===== src/rtl/alu_arb.sv =====
// Two-port sequencer/arbiter sharing one external combinational 8-bit ALU.
// Optional per-port result counters when ALU_ARB_OPCNT_EN is defined.
module alu_arb #(
    parameter bit PRIO_FIXED = 1'b0
) (
    input  logic        clk,
    input  logic        rst_n,
    input  logic        r0_valid,
    output logic        r0_ready,
    input  logic [7:0]  r0_a,
    input  logic [7:0]  r0_b,
    input  logic [2:0]  r0_s,
    output logic        r0_rvalid,
    input  logic        r0_rready,
    output logic [7:0]  r0_out,
    output logic [3:0]  r0_flags,
    input  logic        r1_valid,
    output logic        r1_ready,
    input  logic [7:0]  r1_a,
    input  logic [7:0]  r1_b,
    input  logic [2:0]  r1_s,
    output logic        r1_rvalid,
    input  logic        r1_rready,
    output logic [7:0]  r1_out,
    output logic [3:0]  r1_flags,
`ifdef ALU_ARB_OPCNT_EN
    input  logic        cnt_clr,
    output logic [15:0] r0_opcnt,
    output logic [15:0] r1_opcnt,
`endif
    output logic [7:0]  alu_a,
    output logic [7:0]  alu_b,
    output logic [2:0]  alu_s,
    input  logic [7:0]  alu_out,
    input  logic        alu_z,
    input  logic        alu_n,
    input  logic        alu_c,
    input  logic        alu_v
);

    typedef enum logic [1:0] {
        IDLE = 2'd0,
        EXEC = 2'd1,
        RESP = 2'd2
    } state_t;

    state_t r_state;
    state_t w_state_nxt;
    logic   r_owner;
    logic   r_last;
    logic   w_gnt1;
    logic   w_req;
    logic   w_rsp_done;

    assign w_req = r0_valid | r1_valid;

    // Tie-break: round-robin favours the port that did not finish last.
    always_comb begin
        if (r0_valid && r1_valid) begin
            w_gnt1 = PRIO_FIXED ? 1'b0 : ~r_last;
        end else begin
            w_gnt1 = r1_valid;
        end
    end

    always_ff @(posedge clk or negedge rst_n) begin
        if (!rst_n) begin
            r_state <= IDLE;
        end else begin
            r_state <= w_state_nxt;
        end
    end

    always_comb begin
        w_state_nxt = r_state;
        r0_ready    = 1'b0;
        r1_ready    = 1'b0;
        w_rsp_done  = 1'b0;
        case (r_state)
            IDLE: begin
                if (rst_n && w_req) begin
                    r0_ready    = ~w_gnt1;
                    r1_ready    = w_gnt1;
                    w_state_nxt = EXEC;
                end
            end
            EXEC: w_state_nxt = RESP;
            RESP: begin
                w_rsp_done = r_owner ? r1_rready : r0_rready;
                if (w_rsp_done) begin
                    w_state_nxt = IDLE;
                end
            end
            default: w_state_nxt = IDLE;
        endcase
    end

    always_ff @(posedge clk or negedge rst_n) begin
        if (!rst_n) begin
            alu_a     <= 8'h00;
            alu_b     <= 8'h00;
            alu_s     <= 3'd0;
            r_owner   <= 1'b0;
            r_last    <= 1'b1;
            r0_rvalid <= 1'b0;
            r1_rvalid <= 1'b0;
            r0_out    <= 8'h00;
            r1_out    <= 8'h00;
            r0_flags  <= 4'h0;
            r1_flags  <= 4'h0;
        end else begin
            case (r_state)
                IDLE: begin
                    if (w_req) begin
                        alu_a   <= w_gnt1 ? r1_a : r0_a;
                        alu_b   <= w_gnt1 ? r1_b : r0_b;
                        alu_s   <= w_gnt1 ? r1_s : r0_s;
                        r_owner <= w_gnt1;
                    end
                end
                EXEC: begin
                    if (r_owner) begin
                        r1_out    <= alu_out;
                        r1_flags  <= {alu_z, alu_n, alu_c, alu_v};
                        r1_rvalid <= 1'b1;
                    end else begin
                        r0_out    <= alu_out;
                        r0_flags  <= {alu_z, alu_n, alu_c, alu_v};
                        r0_rvalid <= 1'b1;
                    end
                end
                RESP: begin
                    if (w_rsp_done) begin
                        r0_rvalid <= 1'b0;
                        r1_rvalid <= 1'b0;
                        r_last    <= r_owner;
                    end
                end
                default: ;
            endcase
        end
    end

`ifdef ALU_ARB_OPCNT_EN
    logic w_inc0;
    logic w_inc1;

    assign w_inc0 = r0_rvalid & r0_rready;
    assign w_inc1 = r1_rvalid & r1_rready;

    // Clear wins over increment; counters stick at all-ones.
    always_ff @(posedge clk or negedge rst_n) begin
        if (!rst_n) begin
            r0_opcnt <= 16'h0000;
            r1_opcnt <= 16'h0000;
        end else if (cnt_clr) begin
            r0_opcnt <= 16'h0000;
            r1_opcnt <= 16'h0000;
        end else begin
            if (w_inc0 && (r0_opcnt != 16'hFFFF)) begin
                r0_opcnt <= r0_opcnt + 16'd1;
            end
            if (w_inc1 && (r1_opcnt != 16'hFFFF)) begin
                r1_opcnt <= r1_opcnt + 16'd1;
            end
        end
    end
`endif

endmodule


===== config.mk =====
export PLATFORM = sky130hd
export DESIGN_NAME = alu_arb
export DESIGN_NICKNAME = d
export VERILOG_FILES = /design/src/rtl/alu_arb.sv
export SDC_FILE = /design/constraint.sdc
export NUM_CORES = 1
export LEC_CHECK = 0
export ABC_CLOCK_PERIOD_IN_PS = 1600
export CAP_MARGIN = 20
export CORE_ASPECT_RATIO = 0.75
export CORE_MARGIN = 8
export CORE_UTILIZATION = 38
export DETAILED_ROUTE_END_ITERATION = 16
export PLACE_DENSITY = 0.83
export SLEW_MARGIN = 10
export SYNTH_ARGS = -nofsm -noshare
export SYNTH_HDL_FRONTEND = slang
export SYNTH_SLANG_ARGS = --single-unit

===== constraint.sdc =====
create_clock -name clk -period 1.6 [get_ports clk]
set_input_delay 0.4 -clock clk [delete_from_list [all_inputs] [get_ports clk]]
set_output_delay 0.4 -clock clk [all_outputs]
set_load 0.03 [all_outputs]

Word level (Yosys, flattened, before mapping)
Cells that the tools add are included.
Widths: inputs -> output; s select.
{ "word_totals": {"ff_bits": 49, "wordCells": 52} }
{ "classes": {"reduce_logical": 11, "n_eq_ne": 7, "muxes": 18, "n_bitwise": 4} }
{ "op_table": {"columns": ["operator", "n"], "rows": [
  ["$mux 8", 2],
  ["$mux 1", 10],
  ["$ne 2x2->1 const B", 5],
  ["$reduce_and 2->1", 5],
  ["$pmux 2 s3", 1],
  ["$reduce_and 3->1", 2],
  ["$mux 2", 2],
  ["$pmux 1 s2", 2],
  ["$mux 3", 1],
  ["$not 1->1", 3],
  ["$eq 2x1->1 const B", 1],
  ["$eq 2x2->1 const B", 1],
  ["$logic_and 1x1->1", 2],
  ["$logic_not 2->1", 1],
  ["$reduce_bool 2->1", 1],
  ["$or 1x1->1", 1]
]} }

Logic depth before layout (Yosys ltp)
Gate-level depths: netlist of run 1.
{ "depth": {"word_depth": 5, "mapped_depth": 5, "ltp_nobuf": 3} }

Worst setup path before layout of run 1
No wires, ideal clock.
{ "synth_timing": {"path_type": "register to output", "start": "register r_state[1]", "end": "output port r0_ready", "path_buffers": 2, "arrival_ns": 1.295, "path_stages_with_launch": 5, "slack_ns": -0.095, "path_cell_list": "dfrtp_1 > clkbuf_2 > nor3_4 > buf_4 > and3_1"} }
{ "synth_between": {"elab_chain_len": 2} }
{ "synth_rtl": {"columns": ["item", "line_no", "text"], "rows": [
  ["start, declared", "47", "state_t r_state;"],
  ["start signal, assigned", "70", "r_state <= w_state_nxt;"],
  ["$logic_not 2->1", "79", "case (r_state)"],
  ["$mux 1", "79", null],
  ["end, declared", "9", "output logic r0_ready,"]
]} }
Every way passes these cells.

Worst setup path in the final report of run 1
{ "layout_timing": {"start": "register r_last", "end": "output port r0_ready"} }
{ "layout_between": {"elab_chain_len": 5} }
{ "layout_rtl": {"columns": ["item", "line_no", "text"], "rows": [
  ["start, declared", "50", "logic r_last;"],
  ["start signal, assigned", "136", "r_last <= r_owner;"],
  ["$not 1->1", "60", "w_gnt1 = PRIO_FIXED ? 1'b0 : ~r_last;"],
  ["$mux 1", "59", "if (r0_valid && r1_valid) begin"],
  ["$not 1->1", "82", "r0_ready = ~w_gnt1;"],
  ["$mux 1", "81", "if (rst_n && w_req) begin"],
  ["$mux 1", "79", null]
]} }
Every way passes these cells.

==> flow_summary_export.csv, run 1 <==
group,metric,value,unit
run_status,outcome,"finished with violations",
run_status,violations,"setup timing",
job,timing.max_cap.violations,0,
logic_synthesis,synthDistinctLibCells,25,
worst_setup_path,critPathSlowestCell,"dfstp_2",
cts,tritoncts,"done",
cts,cts.sinks,49,
sta,setup_ws,-0.203,ns
sta,slew_headroom,77.1,%
sta,clock_skew,0.00913,ns
grt,grt_use_total,13.6,%
logic_synthesis,synth-compound-area-share,2.95,%
power,swShare,40.0,%
floorplan,core_area,5830,um2
route,first_pass_iters,4,
sta,fin_crit_sh,113,%
worst_setup_path,worstPathMaxFanout,3,
cells_and_area,drive_above_1_share,37.0,%
route,vias_per_cell,4.64,
logic_synthesis,syn_inst,144,
cells_and_area,syn2layout_area_growth,58.3,%
logic_synthesis,syn_area,2290,um2
cells_and_area,num_antenna_cells,0,
min_path,hp-class,"in2async",
cts,root_buffer,"clkbuf_8",
worst_setup_path,worstSetupPathType,"reg2out",
logic_synthesis,synth-async-reset-ratio,100,%
floorplan,die_area,8790,um2
worst_setup_path,path_buf_inv,2,
power,power_frac_comb,53.6,%
sta,hold_viol_final,0,
power,power_density,1940,nW/um2
power,power_frac_seq,32.0,%
logic_synthesis,seq_area_frac_synth,53.6,%
placement,dp_slack,-0.467,ns
sta,setup_viol,21,
logic_synthesis,syn_nets,200,
placement,port_buffers,102,
sta,clock.fmax,555,MHz
logic_synthesis,synth_top_family_by_area,"multiplexers",
worst_setup_path,path_cells,"a21bo_4 -> buf_6 -> and3_4 -> buf_6",
logic_synthesis,synth_flop_cell,"dfrtp_1",
worst_setup_path,end_kind,"output pin",
placement,gp_congestion,0.732,
sta,tns,-2.38,ns
worst_setup_path,start_kind,"flip-flop",
floorplan,fp.dieH,83.2,um
logic_synthesis,synth_adder_area_share,0,%
worst_setup_path,arrival,1.40,ns
power,p_sw,2.81,mW
logic_synthesis,yosys-top-cells-count,"dfrtp_1, mux2_4, mux2_2",
sta,worst_pin_slew,0.345,ns
worst_setup_path,cp.required,1.20,ns
floorplan,initial_core_util,39.3,%
power,vdd_ir_drop_max,812,uV
logic_synthesis,synth_top_area_share,52.5,%
cts,htree_levels,2,
cts,cts_buffers,5,
floorplan,num_rows,24,
worst_setup_path,critPathMaxStageDelay,0.56,ns
power,internal-power,4.23,mW
grt,grt_max_degree,27,
logic_synthesis,yosysWarnings,0,
logic_synthesis,synth_simple_gate_area_share,3.50,%
route,ant_nets,0,
logic_synthesis,synthXorXnorAreaFrac,0,%
grt,grt_pass1_wl,9.85,mm
worst_setup_path,critical_path.most_common_cell,"buf_6",
route,drt_iter0_drc,20,
route,routed_wl,5.80,mm
route,drc,0,
sta,drv_slew,0,
route,vias,1577,
sta,grt_setup_unrepaired,"true",
logic_synthesis,synth.ff_latch_count,49,
placement,dp_hpwl,4.58,mm
logic_synthesis,synth.area.top_cells,"dfrtp_1, mux2_4, mux2_2",
logic_synthesis,synth_area_per_cell,15.9,um2
logic_synthesis,synth_most_common_cell,"dfrtp_1",
cells_and_area,final_nets,317,
logic_synthesis,muxShareOfSynthArea,36.9,%
floorplan,chipWidth,106,um
cts,clock_latency,0.29,ns
sta,timing.final.crit_period,1.80,ns
grt,grt_antenna_before_repair,0,
worst_setup_path,path_delay_family,"flip-flops",
power,leakage,1.68,nW
route,wl_per_cell,17.1,um
floorplan,num_io_pins,103,
power,p_clk_share,14.5,%
logic_synthesis,synth_edf_count,0,
grt,grt_pass1_vias,1889,
grt,grt_overflow_total,0,
cts,clk_pin_slew,0.09,ns
cts,cts_buffer_depth,2,
logic_synthesis,synth_top_cell_by_area,"dfrtp_1",
==> area by class of cell <==
| type | instances | area (um2) |
|---|---|---|
| Fill cell | 457 | 2200 |
| Multi-Input combinational cell | 85 | 1010 |
| Sequential cell | 49 | 1230 |
| Tap cell | 78 | 97.6 |
| Clock buffer | 5 | 68.8 |
| Clock inverter | 3 | 65.1 |
| Timing Repair Buffer | 117 | 1140 |
| Inverter | 3 | 11.3 |
==> flip-flops by register name, indices dropped and copies added (netlist names) <==
register   count
alu_s          3
r_owner        1
alu_b          8
r1_rvalid      1
r_state        2
r0_out         8
alu_a          8
r1_flags       4
r0_rvalid      1
r1_out         8
r0_flags       4
r_last         1
==> cells by family after synthesis <==
| logic type | Yosys count |
|---|---|
| AO/OA/AOI/OAI | 9 |
| flip-flops | 49 |
| AND/OR/NAND/NOR | 13 |
| buffers and inverters | 10 |
| multiplexers | 63 |
==> path summary, 6_finish.rpt <==
| kind | startpoint | cells past startpoint | slack (ns) | end |
|---|---|---|---|---|
| worst max-delay path | r_last | 4 | -0.20 | r0_ready |
| worst min-delay path | rst_n | 2 | 0.15 | alu_b[3] |
| worst max register to register | r_last | 5 | -0.20 | alu_b[4] |
| worst min register to register | r1_out[0] | 1 | 0.51 | r1_out[0] |
| max in group asynchronous | rst_n | 2 | 1.17 | r_last |
| min in group clk | r1_out[0] | 1 | 0.51 | r1_out[0] |
==> layout by cell type (no fill, tap or decap) <==
cell type	synthesis	layout
nor2_2	1	1
o21ai_0	1	1
dfrtp_2	0	2
clkinv_2	0	1
nand2_1	2	2
buf_4	4	10
o2bb2ai_1	2	2
mux2_4	36	36
clkdlybuf4s50_1	0	52
and3_4	0	1
dfrtp_1	48	46
a21bo_4	1	1
bufbuf_16	0	1
dlygate4sd2_1	0	47
mux2_1	1	1
nor2_1	2	2
inv_1	3	3
nand3_1	1	1
nand3b_1	1	1
buf_6	2	3
buf_12	0	3
nor3_4	1	2
clkbuf_8	0	5
bufinv_16	0	2
mux2_2	26	26
a21oi_1	3	3
dfstp_2	1	1
a31oi_1	1	1
buf_2	0	1
o21bai_1	1	1
and2_4	0	1
nand2b_1	1	1
and2_1	2	1
==> power groups by stage <==
stage               Clock, mW  Combinational (mW)  Sequential (mW)
finish                   1.02                3.77             2.25
global route             1.11                3.99             2.34
CTS                      1.06                3.84             2.26
detailed placement          0                4.15             2.29
global placement            0                4.09             2.26
floorplan                   0                1.31             3.39
==> what timing repair did <==
action	in CTS	in global routing
gates resized for setup	56	2
endpoints found under the setup margin	66	21
hold buffers	0	0
setup buffers	3	1
pin swaps	3	1
gates cloned	1	0
==> metrics by stage <==
| step | hold slack [ns] | total power [mW] | cells | area, um2 | util [%] |
|---|---|---|---|---|---|
| 2_1_floorplan | 0.104 | 4.70 | 144 | 2290 | - |
| 3_3_place_gp | 0.450 | 6.34 | 328 | 3450 | 59.3 |
| 3_5_place_dp | 0.470 | 6.44 | 328 | 3450 | 59.3 |
| 4_1_cts | 0.151 | 7.15 | 340 | 3620 | 62.1 |
| 5_1_grt | 0.161 | 7.44 | 340 | 3620 | 62.2 |
| 6_report | 0.150 | 7.04 | 340 | 3620 | 62.2 |
==> metal layers <==
layer,global-route usage [%],wire length [um]
met5,0,0
met3,4.17,326
met4,3.44,68
met1,15.4,2340
met2,24.2,3060
Power figures use the tool's default switching activity.
==> run 2: changes to the inputs <==
==> constraint.sdc (replaced) <==
create_clock -name clk -period 1.6 [get_ports clk]
set_input_delay 0.16 -clock clk [delete_from_list [all_inputs] [get_ports clk]]
set_output_delay 0.16 -clock clk [all_outputs]
set_load 0.03 [all_outputs]
==> run 2 against run 1 <==
Largest power group unchanged. Via count rose by 2.7%. Sequential cell count did not move. Power grew 5.6%. Sequential power about the same. Routed wire length increased by 3.0%. Highest routed layer unchanged. Maximum frequency up 14%. Global-route usage about the same. The flow now finishes without violations. Clock power down 10%.
==> flow_summary_export.csv, run 2 (synthesis results as in run 1) <==
group,metric,value,unit
route,drc,0,
route,ant_nets,0,
sta,tns,0,ns
sta,grt_setup_unrepaired,"true",
cells_and_area,final_nets,319,
floorplan,num_io_pins,103,
placement,place_area,3440,um2
cts,cts.sinks,49,
floorplan,chipWidth,106,um
power,p_total,7.43,mW
route,first_pass_iters,4,
floorplan,initial_core_util,39.3,%
worst_setup_path,start_kind,"flip-flop",
sta,clock.fmax,633,MHz
floorplan,fp.dieH,83.2,um
grt,grt_pass1_wl,9.69,mm
grt,grt_max_degree,28,
worst_setup_path,worstSetupPathType,"reg2out",
grt,grt_pass1_vias,1854,
route,vias,1620,
cells_and_area,final_cells,342,
cells_and_area,most-common-layout-cells,"clkdlybuf4s50_1, dfrtp_1, mux2_4",
cells_and_area,final_common_cell,"clkdlybuf4s50_1",
sta,timing.final.crit_period,1.58,ns
cts,clk_pin_slew,0.09,ns
sta,fin_crit_sh,98.7,%
min_path,hp-class,"in2async",
power,vdd_ir_drop_max,859,uV
floorplan,num_rows,24,
cts,cts_buffers,5,
placement,port_buffers,102,
floorplan,core_area,5830,um2
sta,clock_skew,0.00757,ns
grt,grt_overflow_total,0,
power,leakage,1.63,nW
floorplan,die_area,8790,um2
sta,whs,0.212,ns
placement,dp_hpwl,4.40,mm
job,timing.max_cap.violations,0,
sta,slew_headroom,76.3,%
cells_and_area,drive_above_1_share,36.7,%
cts,htree_levels,2,
run_status,outcome,"completed",
worst_setup_path,cp.required,1.44,ns
worst_setup_path,arrival,1.42,ns
route,wl_per_cell,17.5,um
sta,worst_pin_slew,0.356,ns
cts,cts_buffer_depth,2,
placement,placedCellCount,324,
worst_setup_path,end_kind,"output pin",
route,vias_per_cell,4.74,
route,routed_wl,5.98,mm
route,drt_iter0_drc,50,
cts,tritoncts,"done",
sta,hold_viol_final,0,
placement,gp_congestion,0.718,
grt,grt_antenna_before_repair,0,
cells_and_area,num_antenna_cells,0,
sta,drv_slew,0,
sta,setup_viol,0,
worst_setup_path,worstPathMaxFanout,3,
power,power_density,2020,nW/um2
cells_and_area,n_fill_cell,462,
cells_and_area,final_area,3680,um2
cts,root_buffer,"clkbuf_8",
cells_and_area,syn2layout_area_growth,60.6,%
grt,grt_use_total,13.6,%
cts,clock_latency,0.30,ns
## run 2: routing by layer
metal  wire length, um  GRT usage, %
met1              2530          16.3
met2              2960          22.5
met3               422          4.63
met4                61          4.59
met5                 0             0
## run 2: cell type report
type | count | area (um2) | area share [%]
multi-input combinational | 86 | 1020 | 27.6
clock inverter | 2 | 37.5 | 1.02
tap | 78 | 97.6 | 2.65
sequential | 49 | 1230 | 33.5
timing repair buffer | 118 | 1200 | 32.7
clock buffer | 6 | 82.6 | 2.25
inverter | 3 | 11.3 | 0.306
## run 2: worst paths after layout
path                       startpoint        end  cells past startpoint  slack (ns)
setup / recovery           r_state[1]   r0_ready                      4        0.02
hold / removal                  rst_n   alu_a[6]                      2        0.21
setup reg to reg               r_last   alu_b[1]                      4        0.03
hold reg to reg             r0_out[1]  r0_out[1]                      1        0.51
max in group asynchronous       rst_n     r_last                      4        0.43
min in group clk             r1_valid    r_owner                      4        0.46
## run 2: critical path: stages (launching register included)
cell and delay, ns:
dfrtp_2 0.44, nor3_4 0.24, buf_12 0.14, and3_1 0.17
buf_6 0.13
## run 2: what timing repair did
action,4_1_cts,5_1_grt
hold endpoints to repair,22,0
hold buffers,1,0
gates resized for setup,4,8
pin swaps,2,3
endpoints found under the setup margin,21,13
setup buffers,5,3
gates cloned,1,0
## run 2: power breakdown
| part | internal (mW) | switching, mW | leakage, nW |
|---|---|---|---|
| sequential | 1.87 | 0.391 | 0.571 |
| combinational | 2.19 | 2.06 | 0.998 |
| clock | 0.508 | 0.409 | 0.0574 |
## run 2: stage by stage
| step | setup WS (ns) | utilization, % |
|---|---|---|
| 2_1_floorplan | 0.118 | - |
| 3_3_place_gp | -0.212 | 59.1 |
| 3_5_place_dp | -0.240 | 59.1 |
| 4_1_cts | -0.0219 | 62.3 |
| 5_1_grt | -0.0344 | 63.1 |
| 6_report | 0.0204 | 63.1 |
==> run 3: changes to the inputs <==
--- a/config.mk
+++ b/config.mk
@@ -7,11 +7,12 @@
 export LEC_CHECK = 0
 export ABC_CLOCK_PERIOD_IN_PS = 1600
 export CAP_MARGIN = 20
-export CORE_ASPECT_RATIO = 0.75
+export CORE_ASPECT_RATIO = 0.8
 export CORE_MARGIN = 8
 export CORE_UTILIZATION = 38
 export DETAILED_ROUTE_END_ITERATION = 16
 export PLACE_DENSITY = 0.83
+export SETUP_SLACK_MARGIN = 0.1
 export SLEW_MARGIN = 10
 export SYNTH_ARGS = -nofsm -noshare
 export SYNTH_HDL_FRONTEND = slang
==> run 3 against run 2 <==
Worst setup slack better by 0.0055 ns. Design area up 0.75%. Critical path depth unchanged. Sequential power about the same. Sequential cell count unchanged. Final cell count unchanged.
==> flow_summary_export.csv, run 3 (synthesis results as in run 1) <==
group,metric,value,unit
cts,cts_buffers,5,
worst_setup_path,critical_path.most_common_cell,"mux2_4",
route,vias_per_cell,4.66,
floorplan,die_area,8780,um2
route,vias,1593,
floorplan,chipWidth,103,um
sta,clock.fmax,635,MHz
floorplan,core_area,5880,um2
grt,grt_max_degree,27,
sta,clock_skew,0.00192,ns
cells_and_area,fin_util,63.0,%
worst_setup_path,timing.reg2reg.worst_path_depth,4,
min_path,hp-class,"in2async",
worst_setup_path,critPathSlowestCell,"dfstp_2",
grt,grt_antenna_before_repair,0,
cts,tritoncts,"done",
sta,timing.final.crit_period,1.57,ns
floorplan,num_io_pins,103,
power,power_density,1900,nW/um2
worst_setup_path,path_cells,"a21bo_4 -> buf_12 -> mux2_4 -> mux2_4",
worst_setup_path,cp.required,1.78,ns
route,drc,0,
grt,grt_overflow_total,0,
placement,dp_hpwl,4.35,mm
route,drt_iter0_drc,21,
route,ant_nets,0,
sta,setup_viol,0,
placement,gp_congestion,0.789,
sta,fin_crit_sh,98.4,%
power,power_frac_comb,58.3,%
placement,port_buffers,102,
cts,clock_latency,0.29,ns
floorplan,num_rows,25,
sta,grt_setup_unrepaired,"true",
placement,placedCellCount,328,
cts,root_buffer,"clkbuf_8",
job,timing.max_cap.violations,0,
grt,grt_pass1_wl,9.38,mm
floorplan,fp.dieH,85.4,um
worst_setup_path,path_delay_family,"flip-flops",
power,p_clk_share,9.7,%
cts,clk_pin_slew,0.08,ns
power,power_frac_seq,32.0,%
cells_and_area,drive_above_1_share,37.2,%
power,swShare,40.5,%
run_status,outcome,"completed",
worst_setup_path,path_buf_inv,1,
worst_setup_path,arrival,1.75,ns
sta,slew_headroom,77.3,%
cts,cts_buffer_depth,2,
grt,grt_use_total,13.8,%
worst_setup_path,end_kind,"flip-flop",
cells_and_area,final_common_cell,"clkdlybuf4s50_1",
cts,cts.sinks,49,
cells_and_area,num_antenna_cells,0,
cells_and_area,most-common-layout-cells,"clkdlybuf4s50_1, mux2_4, dfrtp_1",
route,wl_per_cell,17.4,um
power,internal-power,4.19,mW
route,first_pass_iters,2,
power,leakage,1.86,nW
route,routed_wl,5.95,mm
worst_setup_path,start_kind,"flip-flop",
floorplan,initial_core_util,38.9,%
cells_and_area,final_cells,342,
power,p_sw,2.85,mW
cells_and_area,final_nets,316,
worst_setup_path,critPathMaxStageDelay,0.58,ns
worst_setup_path,worstPathMaxFanout,8,
cts,htree_levels,2,
cells_and_area,syn2layout_area_growth,61.8,%
grt,grt_pass1_vias,1802,
sta,worst_pin_slew,0.341,ns
power,vdd_ir_drop_max,1050,uV
worst_setup_path,worstSetupPathType,"reg2reg",
worst_setup_path,crit_cells,4,
sta,drv_slew,0,
sta,hold_viol_final,0,
-- run 3: changes by cell type in the layout (fill, tap and decap cells not counted), moves of 2 or more --
cell,previous run,this run
clkdlybuf4s50_1,95,52
dlygate4sd2_1,1,26
dlymetal6s2s_1,3,21
mux2_4,36,49
mux2_2,26,14
buf_4,10,6
clkinv_2,0,2
-- run 3: worst paths after layout --
path,from,end,slack [ns]
setup / recovery,r_last,alu_b[5],0.03
hold / removal,rst_n,alu_s[0],0.45
setup reg to reg,r_last,alu_b[5],0.03
hold reg to reg,r1_out[7],r1_out[7],0.50
max in group asynchronous,rst_n,r_last,0.85
min in group clk,r1_valid,r_owner,0.48
-- run 3: per-layer routing --
layer | routed length, um | GRT usage, %
met5 | 0 | 0
met4 | 15 | 2.36
met3 | 319 | 4.25
met2 | 3110 | 23.4
met1 | 2510 | 16.8
-- run 3: power by group through the flow --
stage	clock network (mW)	logic, mW	registers, mW
3_3_place_gp	0	4.09	2.25
4_1_cts	0.723	4.02	2.25
6_report	0.687	4.11	2.25
2_1_floorplan	0	1.31	3.39
5_1_grt	0.772	4.32	2.33
3_5_place_dp	0	4.14	2.27
-- run 3: metrics by stage --
| stage | TNS (ns) | power (mW) | hold WS (ns) | area (um2) | setup slack, ns |
|---|---|---|---|---|---|
| 3_3_place_gp | -3.38 | 6.33 | 0.210 | 3440 | -0.214 |
| 5_1_grt | -0.0614 | 7.42 | 0.474 | 3700 | -0.0142 |
| 3_5_place_dp | -3.84 | 6.42 | 0.245 | 3440 | -0.249 |
| 2_1_floorplan | 0 | 4.69 | -0.136 | 2290 | 0.118 |
| 4_1_cts | 0 | 6.99 | 0.459 | 3570 | 0.0167 |
| 6_report | 0 | 7.04 | 0.452 | 3700 | 0.0260 |
-- run 3: worst reg2reg max path, cell delays in order, from the launching register on --
cell     delay [ns]
dfstp_2        0.58
a21bo_4        0.18
buf_12         0.14
mux2_4         0.31
mux2_4         0.25
-- run 3: cell type report --
type | instances | area, um2
timing repair buffer | 115 | 1200
fill | 503 | 2180
multi-input combinational | 86 | 1080
clock inverter | 2 | 10.0
clock buffer | 6 | 72.6
sequential | 49 | 1230
tap | 81 | 101
inverter | 3 | 11.3
-- run 3: what timing repair did --
item / CTS / global route
setup endpoints to repair: 46 / 40
gates resized for setup: 33 / 40
buffers inserted: 3 / 1
hold buffers: 1 / 0
endpoints found under the hold margin: 48 / 0
pin swaps: 3 / 1
cloned: 1 / 0
